==> config.mk <==
export PLATFORM = sky130hd
export DESIGN_NAME = mips_mc_ctrl
export DESIGN_NICKNAME = d
export VERILOG_FILES = /design/src/rtl/mips_mc_ctrl.sv
export SDC_FILE = /design/constraint.sdc
export NUM_CORES = 1
export LEC_CHECK = 0
export CAP_MARGIN = 0
export CORE_ASPECT_RATIO = 0.8
export CORE_UTILIZATION = 40
export CTS_CLUSTER_SIZE = 14
export DETAILED_ROUTE_END_ITERATION = 6
export PLACE_DENSITY = 0.87
export SETUP_SLACK_MARGIN = 0.05
export SLEW_MARGIN = 20
export SYNTH_ARGS = -nofsm -noshare
export SYNTH_HDL_FRONTEND = slang
export SYNTH_SLANG_ARGS = --single-unit
==> constraint.sdc <==
create_clock -name clk -period 1.7 [get_ports clk]
set_clock_uncertainty 0.05 [all_clocks]
set_input_delay 0.255 -clock clk [delete_from_list [all_inputs] [get_ports clk]]
set_output_delay 0.255 -clock clk [all_outputs]
set_load 0.03 [all_outputs]
==> src/rtl/mips_mc_ctrl.sv <==
`timescale 1ns/1ps
`default_nettype none
// ============================================================================
// Module   : mips_mc_ctrl
// Purpose  : Multi-cycle MIPS control FSM. Sequences one instruction at a
//            time through fetch/decode/execute/memory/writeback and drives
//            the ALU op code plus all datapath steering and enable strobes.
//            Supports R-type add/sub/and/or/slt, lw, sw, beq, j, addi; any
//            other encoding enters TRAP.
// Ports    : clk, rst_n          - clock (rising edge), async active-low reset
//            opcode, funct       - IR[31:26], IR[5:0]
//            zero                - ALU zero flag (same cycle)
//            mem_ack             - shared memory port completes access
//            mem_req, mem_we     - shared memory port request / write strobe
//            iord                - memory address select (0 PC, 1 ALUOut)
//            ir_write, pc_write  - IR / PC load enables
//            pc_src              - PC source select
//            reg_write, reg_dst, mem_to_reg - register file write controls
//            alu_src_a, alu_src_b, alu_op   - ALU operand / operation select
//            retire              - pulse in final state of each instruction
//            illegal             - unsupported encoding detected
//            retire_cnt          - retired instruction count (optional)
// Options  : `define MIPS_CTRL_RETIRE_CNT_EN adds the retire_cnt[31:0] port
//            and its wrapping counter.
// Revision : 1.0 - initial release
// ============================================================================
module mips_mc_ctrl #(
    parameter int RESET_STATE = 0,  // state encoding entered on reset (0 = FETCH)
    parameter bit TRAP_STICKY = 1'b1
) (
    input  logic        clk,
    input  logic        rst_n,
    input  logic [5:0]  opcode,
    input  logic [5:0]  funct,
    input  logic        zero,
    input  logic        mem_ack,
    output logic        mem_req,
    output logic        mem_we,
    output logic        iord,
    output logic        ir_write,
    output logic        reg_write,
    output logic        reg_dst,
    output logic        mem_to_reg,
    output logic        alu_src_a,
    output logic [1:0]  alu_src_b,
    output logic [2:0]  alu_op,
    output logic [1:0]  pc_src,
    output logic        pc_write,
    output logic        retire,
    output logic        illegal
`ifdef MIPS_CTRL_RETIRE_CNT_EN
    ,
    output logic [31:0] retire_cnt
`endif
);

    // ------------------------------------------------------------------
    // State encoding
    // ------------------------------------------------------------------
    localparam logic [3:0] c_fetch    = 4'd0;
    localparam logic [3:0] c_decode   = 4'd1;
    localparam logic [3:0] c_mem_addr = 4'd2;
    localparam logic [3:0] c_mem_rd   = 4'd3;
    localparam logic [3:0] c_mem_wb   = 4'd4;
    localparam logic [3:0] c_mem_wr   = 4'd5;
    localparam logic [3:0] c_exec_r   = 4'd6;
    localparam logic [3:0] c_r_wb     = 4'd7;
    localparam logic [3:0] c_exec_i   = 4'd8;
    localparam logic [3:0] c_i_wb     = 4'd9;
    localparam logic [3:0] c_branch   = 4'd10;
    localparam logic [3:0] c_jump     = 4'd11;
    localparam logic [3:0] c_trap     = 4'd12;

    localparam logic [3:0] c_reset_st = 4'(RESET_STATE);

    localparam logic [5:0] c_op_rtype = 6'h00;
    localparam logic [5:0] c_op_j     = 6'h02;
    localparam logic [5:0] c_op_beq   = 6'h04;
    localparam logic [5:0] c_op_addi  = 6'h08;
    localparam logic [5:0] c_op_lw    = 6'h23;
    localparam logic [5:0] c_op_sw    = 6'h2B;

    localparam logic [2:0] c_alu_and  = 3'b000;
    localparam logic [2:0] c_alu_or   = 3'b001;
    localparam logic [2:0] c_alu_add  = 3'b010;
    localparam logic [2:0] c_alu_sub  = 3'b110;
    localparam logic [2:0] c_alu_slt  = 3'b111;

    logic [3:0] r_state;
    logic [3:0] w_next_state;
    logic [2:0] w_r_alu_op;
    logic       w_funct_ok;

    // ------------------------------------------------------------------
    // R-type funct decode, shared by DECODE (legality) and EXEC_R (op)
    // ------------------------------------------------------------------
    always_comb begin
        w_r_alu_op = c_alu_add;
        w_funct_ok = 1'b1;
        case (funct)
            6'h20:   w_r_alu_op = c_alu_add;
            6'h22:   w_r_alu_op = c_alu_sub;
            6'h24:   w_r_alu_op = c_alu_and;
            6'h25:   w_r_alu_op = c_alu_or;
            6'h2A:   w_r_alu_op = c_alu_slt;
            default: w_funct_ok = 1'b0;
        endcase
    end

    // ------------------------------------------------------------------
    // State register
    // ------------------------------------------------------------------
    always_ff @(posedge clk or negedge rst_n) begin
        if (!rst_n) begin
            r_state <= c_reset_st;
        end else begin
            r_state <= w_next_state;
        end
    end

    // ------------------------------------------------------------------
    // Next-state logic
    // ------------------------------------------------------------------
    always_comb begin
        w_next_state = r_state;
        case (r_state)
            c_fetch:    w_next_state = mem_ack ? c_decode : c_fetch;
            c_decode: begin
                case (opcode)
                    c_op_rtype: w_next_state = w_funct_ok ? c_exec_r : c_trap;
                    c_op_lw,
                    c_op_sw:    w_next_state = c_mem_addr;
                    c_op_addi:  w_next_state = c_exec_i;
                    c_op_beq:   w_next_state = c_branch;
                    c_op_j:     w_next_state = c_jump;
                    default:    w_next_state = c_trap;
                endcase
            end
            c_exec_r:   w_next_state = c_r_wb;
            c_r_wb:     w_next_state = c_fetch;
            c_exec_i:   w_next_state = c_i_wb;
            c_i_wb:     w_next_state = c_fetch;
            // opcode is stable here and can only be lw or sw
            c_mem_addr: w_next_state = (opcode == c_op_sw) ? c_mem_wr : c_mem_rd;
            c_mem_rd:   w_next_state = mem_ack ? c_mem_wb : c_mem_rd;
            c_mem_wb:   w_next_state = c_fetch;
            c_mem_wr:   w_next_state = mem_ack ? c_fetch : c_mem_wr;
            c_branch:   w_next_state = c_fetch;
            c_jump:     w_next_state = c_fetch;
            c_trap:     w_next_state = TRAP_STICKY ? c_trap : c_fetch;
            // Unused encodings recover to FETCH
            default:    w_next_state = c_fetch;
        endcase
    end

    // ------------------------------------------------------------------
    // Output logic. Outputs are forced to their idle values while rst_n
    // is low so a request in flight drops the moment reset asserts, not
    // at the next clock edge.
    // ------------------------------------------------------------------
    always_comb begin
        mem_req    = 1'b0;
        mem_we     = 1'b0;
        iord       = 1'b0;
        ir_write   = 1'b0;
        reg_write  = 1'b0;
        reg_dst    = 1'b0;
        mem_to_reg = 1'b0;
        alu_src_a  = 1'b0;
        alu_src_b  = 2'b00;
        alu_op     = c_alu_add;
        pc_src     = 2'b00;
        pc_write   = 1'b0;
        retire     = 1'b0;
        illegal    = 1'b0;
        if (rst_n) begin
            case (r_state)
                c_fetch: begin
                    mem_req   = 1'b1;
                    alu_src_b = 2'b01;     // PC + 4
                    ir_write  = mem_ack;
                    pc_write  = mem_ack;
                end
                c_decode: begin
                    alu_src_b = 2'b11;     // branch target into ALUOut
                end
                c_exec_r: begin
                    alu_src_a = 1'b1;
                    alu_op    = w_r_alu_op;
                end
                c_r_wb: begin
                    reg_write = 1'b1;
                    reg_dst   = 1'b1;
                    retire    = 1'b1;
                end
                c_exec_i, c_mem_addr: begin
                    alu_src_a = 1'b1;
                    alu_src_b = 2'b10;
                end
                c_i_wb: begin
                    reg_write = 1'b1;
                    retire    = 1'b1;
                end
                c_mem_rd: begin
                    mem_req = 1'b1;
                    iord    = 1'b1;
                end
                c_mem_wb: begin
                    reg_write  = 1'b1;
                    mem_to_reg = 1'b1;
                    retire     = 1'b1;
                end
                c_mem_wr: begin
                    mem_req = 1'b1;
                    mem_we  = 1'b1;
                    iord    = 1'b1;
                    retire  = mem_ack;
                end
                c_branch: begin
                    alu_src_a = 1'b1;
                    alu_op    = c_alu_sub;
                    pc_src    = 2'b01;
                    pc_write  = zero;
                    retire    = 1'b1;
                end
                c_jump: begin
                    pc_src   = 2'b10;
                    pc_write = 1'b1;
                    retire   = 1'b1;
                end
                c_trap: begin
                    illegal = 1'b1;
                end
                default: begin
                end
            endcase
        end
    end

`ifdef MIPS_CTRL_RETIRE_CNT_EN
    // ------------------------------------------------------------------
    // Retired-instruction counter, wraps naturally at 2^32
    // ------------------------------------------------------------------
    logic [31:0] r_retire_cnt;

    always_ff @(posedge clk or negedge rst_n) begin
        if (!rst_n) begin
            r_retire_cnt <= 32'd0;
        end else if (retire) begin
            r_retire_cnt <= r_retire_cnt + 32'd1;
        end
    end

    assign retire_cnt = r_retire_cnt;
`endif

endmodule
`default_nettype wire

==> reports/qor.yml, run 1 <==
synth_nets: 110
endpoint_type: "top-level output"
cts-root-buf: "clkbuf_4"
chipHeight_um: 39.70
yosys_warnings: 0
holdBufCountCts: 0
h-tree-depth: 1
crit_endpoint: "alu_op[0]"
clockBufferDepth: 2
gp_congestion: 0.9021
error_line: "[ERROR DPL-0038] Utilization greater than 100%, impossible to legalize"
status: "did not finish"
start_util: 0.4326
fp.dieW_um: 49.13
synth-edff-count: 0
io_pins: 34
synth-seq-cells: 4
core.rowCount: 13
dp_hpwl_um: 2008
synthCells: 94
cts.sinks: 4
synth_area_um2: 710.7
cts_buffers: 3
async_reset_ff_frac: 1.000
yosysUniqueCellTypes: 45
synth.avg_cell_area_um2: 7.560
ys_seq_area_frac: 0.1408
haltStage: "5_1_grt"
ys.flop_type: "dfrtp_1"
grt_max_degree: 16
io_buffer_count: 33
[synthesized netlist by cell type (2+ instances only)]
master | n | area (µm²)
buf_6 | 2 | 22.52
nor2b_1 | 4 | 25.02
o21ai_1 | 2 | 10.01
and3_1 | 4 | 25.02
xnor2_1 | 2 | 17.52
and2_1 | 3 | 18.77
a21o_1 | 2 | 15.01
a31oi_1 | 2 | 12.51
nor3_2 | 2 | 20.02
nor3b_1 | 3 | 22.52
nand2b_1 | 3 | 18.77
nand4b_1 | 3 | 26.28
a22oi_1 | 2 | 15.01
nand3_1 | 2 | 10.01
and2b_1 | 2 | 15.01
nand2_1 | 6 | 22.52
a21oi_1 | 4 | 20.02
nor3_1 | 6 | 30.03
nor2_1 | 9 | 33.78
nor4b_1 | 2 | 17.52
inv_1 | 2 | 7.510
dfrtp_1 | 4 | 100.1
[through the flow]
stage / hold slack (ns) / area, µm² / worst slack, ns / utilization / std cells
2_1_floorplan: -0.09059 / 729.5 / -0.02716 / - / 94
3_5_place_dp: 0.5627 / 1234 / -0.4545 / 0.7510 / 174
4_1_cts: 0.1886 / 1496 / -0.1917 / 0.9109 / 190
3_3_place_gp: 0.5510 / 1234 / -0.4074 / 0.7510 / 174
[kinds of logic after synthesis]
| group | after synthesis | synth area share |
|---|---|---|
| XOR/XNOR | 2 | 0.02465 |
| flip-flops | 4 | 0.1409 |
| buffers and inverters | 8 | 0.07041 |
| AND/OR/NAND/NOR | 56 | 0.4930 |
| multiplexers | 1 | 0.01409 |
| AO/OA/AOI/OAI | 23 | 0.2570 |
[repair_timing]
| item | CTS |
|---|---|
| resized for setup | 44 |
| endpoints found under the setup margin | 19 |
| buffers inserted | 13 |
| pin swaps | 7 |
==> run 2: changes to the inputs <==
CORE_AREA = 2 2 63 65   (was default)
CORE_ASPECT_RATIO = default   (was 0.8)
CORE_UTILIZATION = default   (was 40)
CTS_CLUSTER_SIZE = default   (was 14)
DIE_AREA = 0 0 65 67   (was default)
PLACE_DENSITY = default   (was 0.87)
PLACE_DENSITY_LB_ADDON = 0.15   (was default)
SETUP_SLACK_MARGIN = default   (was 0.05)
==> run 2 against run 1 <==
  * The flow now finishes, with violations (setup timing)
  * Synthesized cell count unchanged
  * Area after synthesis unchanged
==> reports/qor.yml, run 2 <==
status: "complete, but fails checks"
violations: "setup timing"
grtUsageMet2: 0.2732
clockBufferDepth: 2
cts.sinks: 4
setup_violations: 10
tritoncts: "done"
grt_setup_unrepaired: "yes"
core.rowCount: 22
synth_nets: 110
fin_tns_setup_ns: -0.6099
worst_pin_slew_ns: 0.3383
yosysUniqueCellTypes: 45
final_common_cell: "buf_4"
layout_setup_ws_ns: -0.1094
io_buffer_count: 33
met1_usage: 0.1532
crit_required_ns: 1.39
synth_top_area_cell: "dfrtp_1"
synth-edff-count: 0
final.fill_count: 369
num_vias: 1021
power_density_mw_per_mm2: 1159
multi_input_area_um2: 723.2
antenna_found_initial: 0
syn_to_final_growth_pct: 140.7
slew_headroom: 0.7686
gp_congestion: 0.7437
grt_max_degree: 16
worstPathMaxFanout: 5
synth.avg_cell_area_um2: 7.560
final_cell_mix: "buf_4 (48), buf_6 (20), clkdlybuf4s50_1 (13)"
worstSetupEndpointType: "output pin"
io_pins: 34
dieArea_mm2: 0.004355
grt_use_total: 0.1385
synthTopCellsByArea: "dfrtp_1 (14%), nor2_1 (4.8%), nor3_1 (4.2%)"
ys_seq_area_frac: 0.1408
hold_path.class: "input port to async pin"
maxCapViolCount: 0
synth_top_cell_area_share: 0.1408
grt_pass1_wl_um: 4636
drv_slew: 0
period_needed_ns: 1.809
dp_hpwl_um: 2133
drc: 0
whs_ns: 0.2123
ys_top_cells_by_count: "nor2_1 (9), nand2_1 (6), nor3_1 (6)"
first_global_vias: 1027
clk-insertion-delay-late_ns: 0.22
grt_most_used_layer: "met2"
path_common_cell: "buf_6"
grt_util_met3: 0.02027
fp.dieW_um: 65
start_util: 0.1971
crit_chain: "and2b_1 > buf_6 > nor2_4 > o21a_1 > nor2_2 > buf_6"
antenna_cells: 0
synthCells: 94
fmax_ghz: 0.5527
synth_area_um2: 710.7
cts-root-buf: "clkbuf_8"
grt-ovfl-total: 0
cts_buffers: 3
core_area_mm2: 0.003606
largest_register_ff_count: 4
largestRegisters: "r_state (4)"
final_antenna_net_count: 0
yosys.cell_count.top_type: "nor2_1"
firstDrtPassIters: 4
fin_nets: 195
synth-seq-cells: 4
p_leak_nw: 0.7636
yosys_warnings: 0
viasPerCell: 4.538
holdBufCountCts: 0
cts.clk_slew.worst_paths_ns: 0.03
chipHeight_um: 67
h-tree-depth: 1
async_reset_ff_frac: 1.000
start_kind: "flop"
regMostFlops: "r_state"
drive_gt1_frac: 0.6215
cp_data_arrival_time_ns: 1.50
worst_path_max_delay_cell: "dfrtp_2"
min_period_over_period: 1.064
path_class: "flop to output pin"
seq_area_um2: 102.6
total_power_mw: 1.983
wl_per_cell_um: 12.96
finalHoldViolCount: 0
critPathMaxStageDelay_ns: 0.45
ys.flop_type: "dfrtp_1"
drt-initial-drc-count: 25
wl_um: 2916
ir_worst_vdd_v: 0.0003761
-- run 2: timing repair --
action | CTS | global route
cloned | 0 | 0
buffers inserted | 14 | 1
hold endpoints to repair | 0 | 0
gates resized for setup | 61 | 10
endpoints found under the setup margin | 15 | 18
pin swaps | 11 | 9
-- run 2: worst max-delay path, delay by kind of cell, from the launching register on --
| family | cells | cell delay [ns] |
|---|---|---|
| flip-flops | 1 | 0.45 |
| AND/OR/NAND/NOR | 3 | 0.39 |
| buffers and inverters | 2 | 0.26 |
| AO/OA/AOI/OAI | 1 | 0.19 |
-- run 2: power by group --
part | switching [mW] | internal [mW]
combinational | 0.719 | 0.886
sequential | 0.0438 | 0.134
clock | 0.0490 | 0.151
total | 0.812 | 1.17
-- run 2: layer usage --
layer,share of wire,vias up
met1,0.41,474
met2,0.55,26
met3,0.046,0
met4,0,0
li1,-,521
met5,0,-
-- run 2: final timing paths --
check	start	endpoint	slack, ns	cells after the start
worst min register to register	r_state[2]	r_state[2]	0.64	2
min in group clk	r_state[2]	r_state[2]	0.64	2
max in group asynchronous	rst_n	r_state[1]	1.28	3
worst min-delay path	rst_n	r_state[0]	0.21	3
worst max register to register	r_state[0]	r_state[2]	0.06	6
worst max-delay path	r_state[0]	alu_src_b[1]	-0.11	6
-- run 2: cells by family after synthesis --
family / synth area share
flip-flops: 0.1409
AND/OR/NAND/NOR: 0.4930
multiplexers: 0.01409
buffers and inverters: 0.07041
XOR/XNOR: 0.02465
AO/OA/AOI/OAI: 0.2570
-- run 2: per-stage QoR --
stage	std cells	worst slack (ns)	utilization	area, µm²
floorplan	94	-0.04631	-	725.7
global placement	208	-0.4189	0.3668	1323
detailed placement	208	-0.4492	0.3668	1323
CTS	224	-0.1130	0.4601	1659
global route	225	-0.1627	0.4743	1710
finish	225	-0.1094	0.4743	1710
-- run 2: cell type report --
class,count,share of cell area
clock buffer,3,0.02414
inverter,3,0.006584
multi-input combinational,82,0.4228
sequential,4,0.05999
tap,48,0.03511
timing repair buffer,85,0.4514
Note: power is estimated with default switching activity, not from simulation.
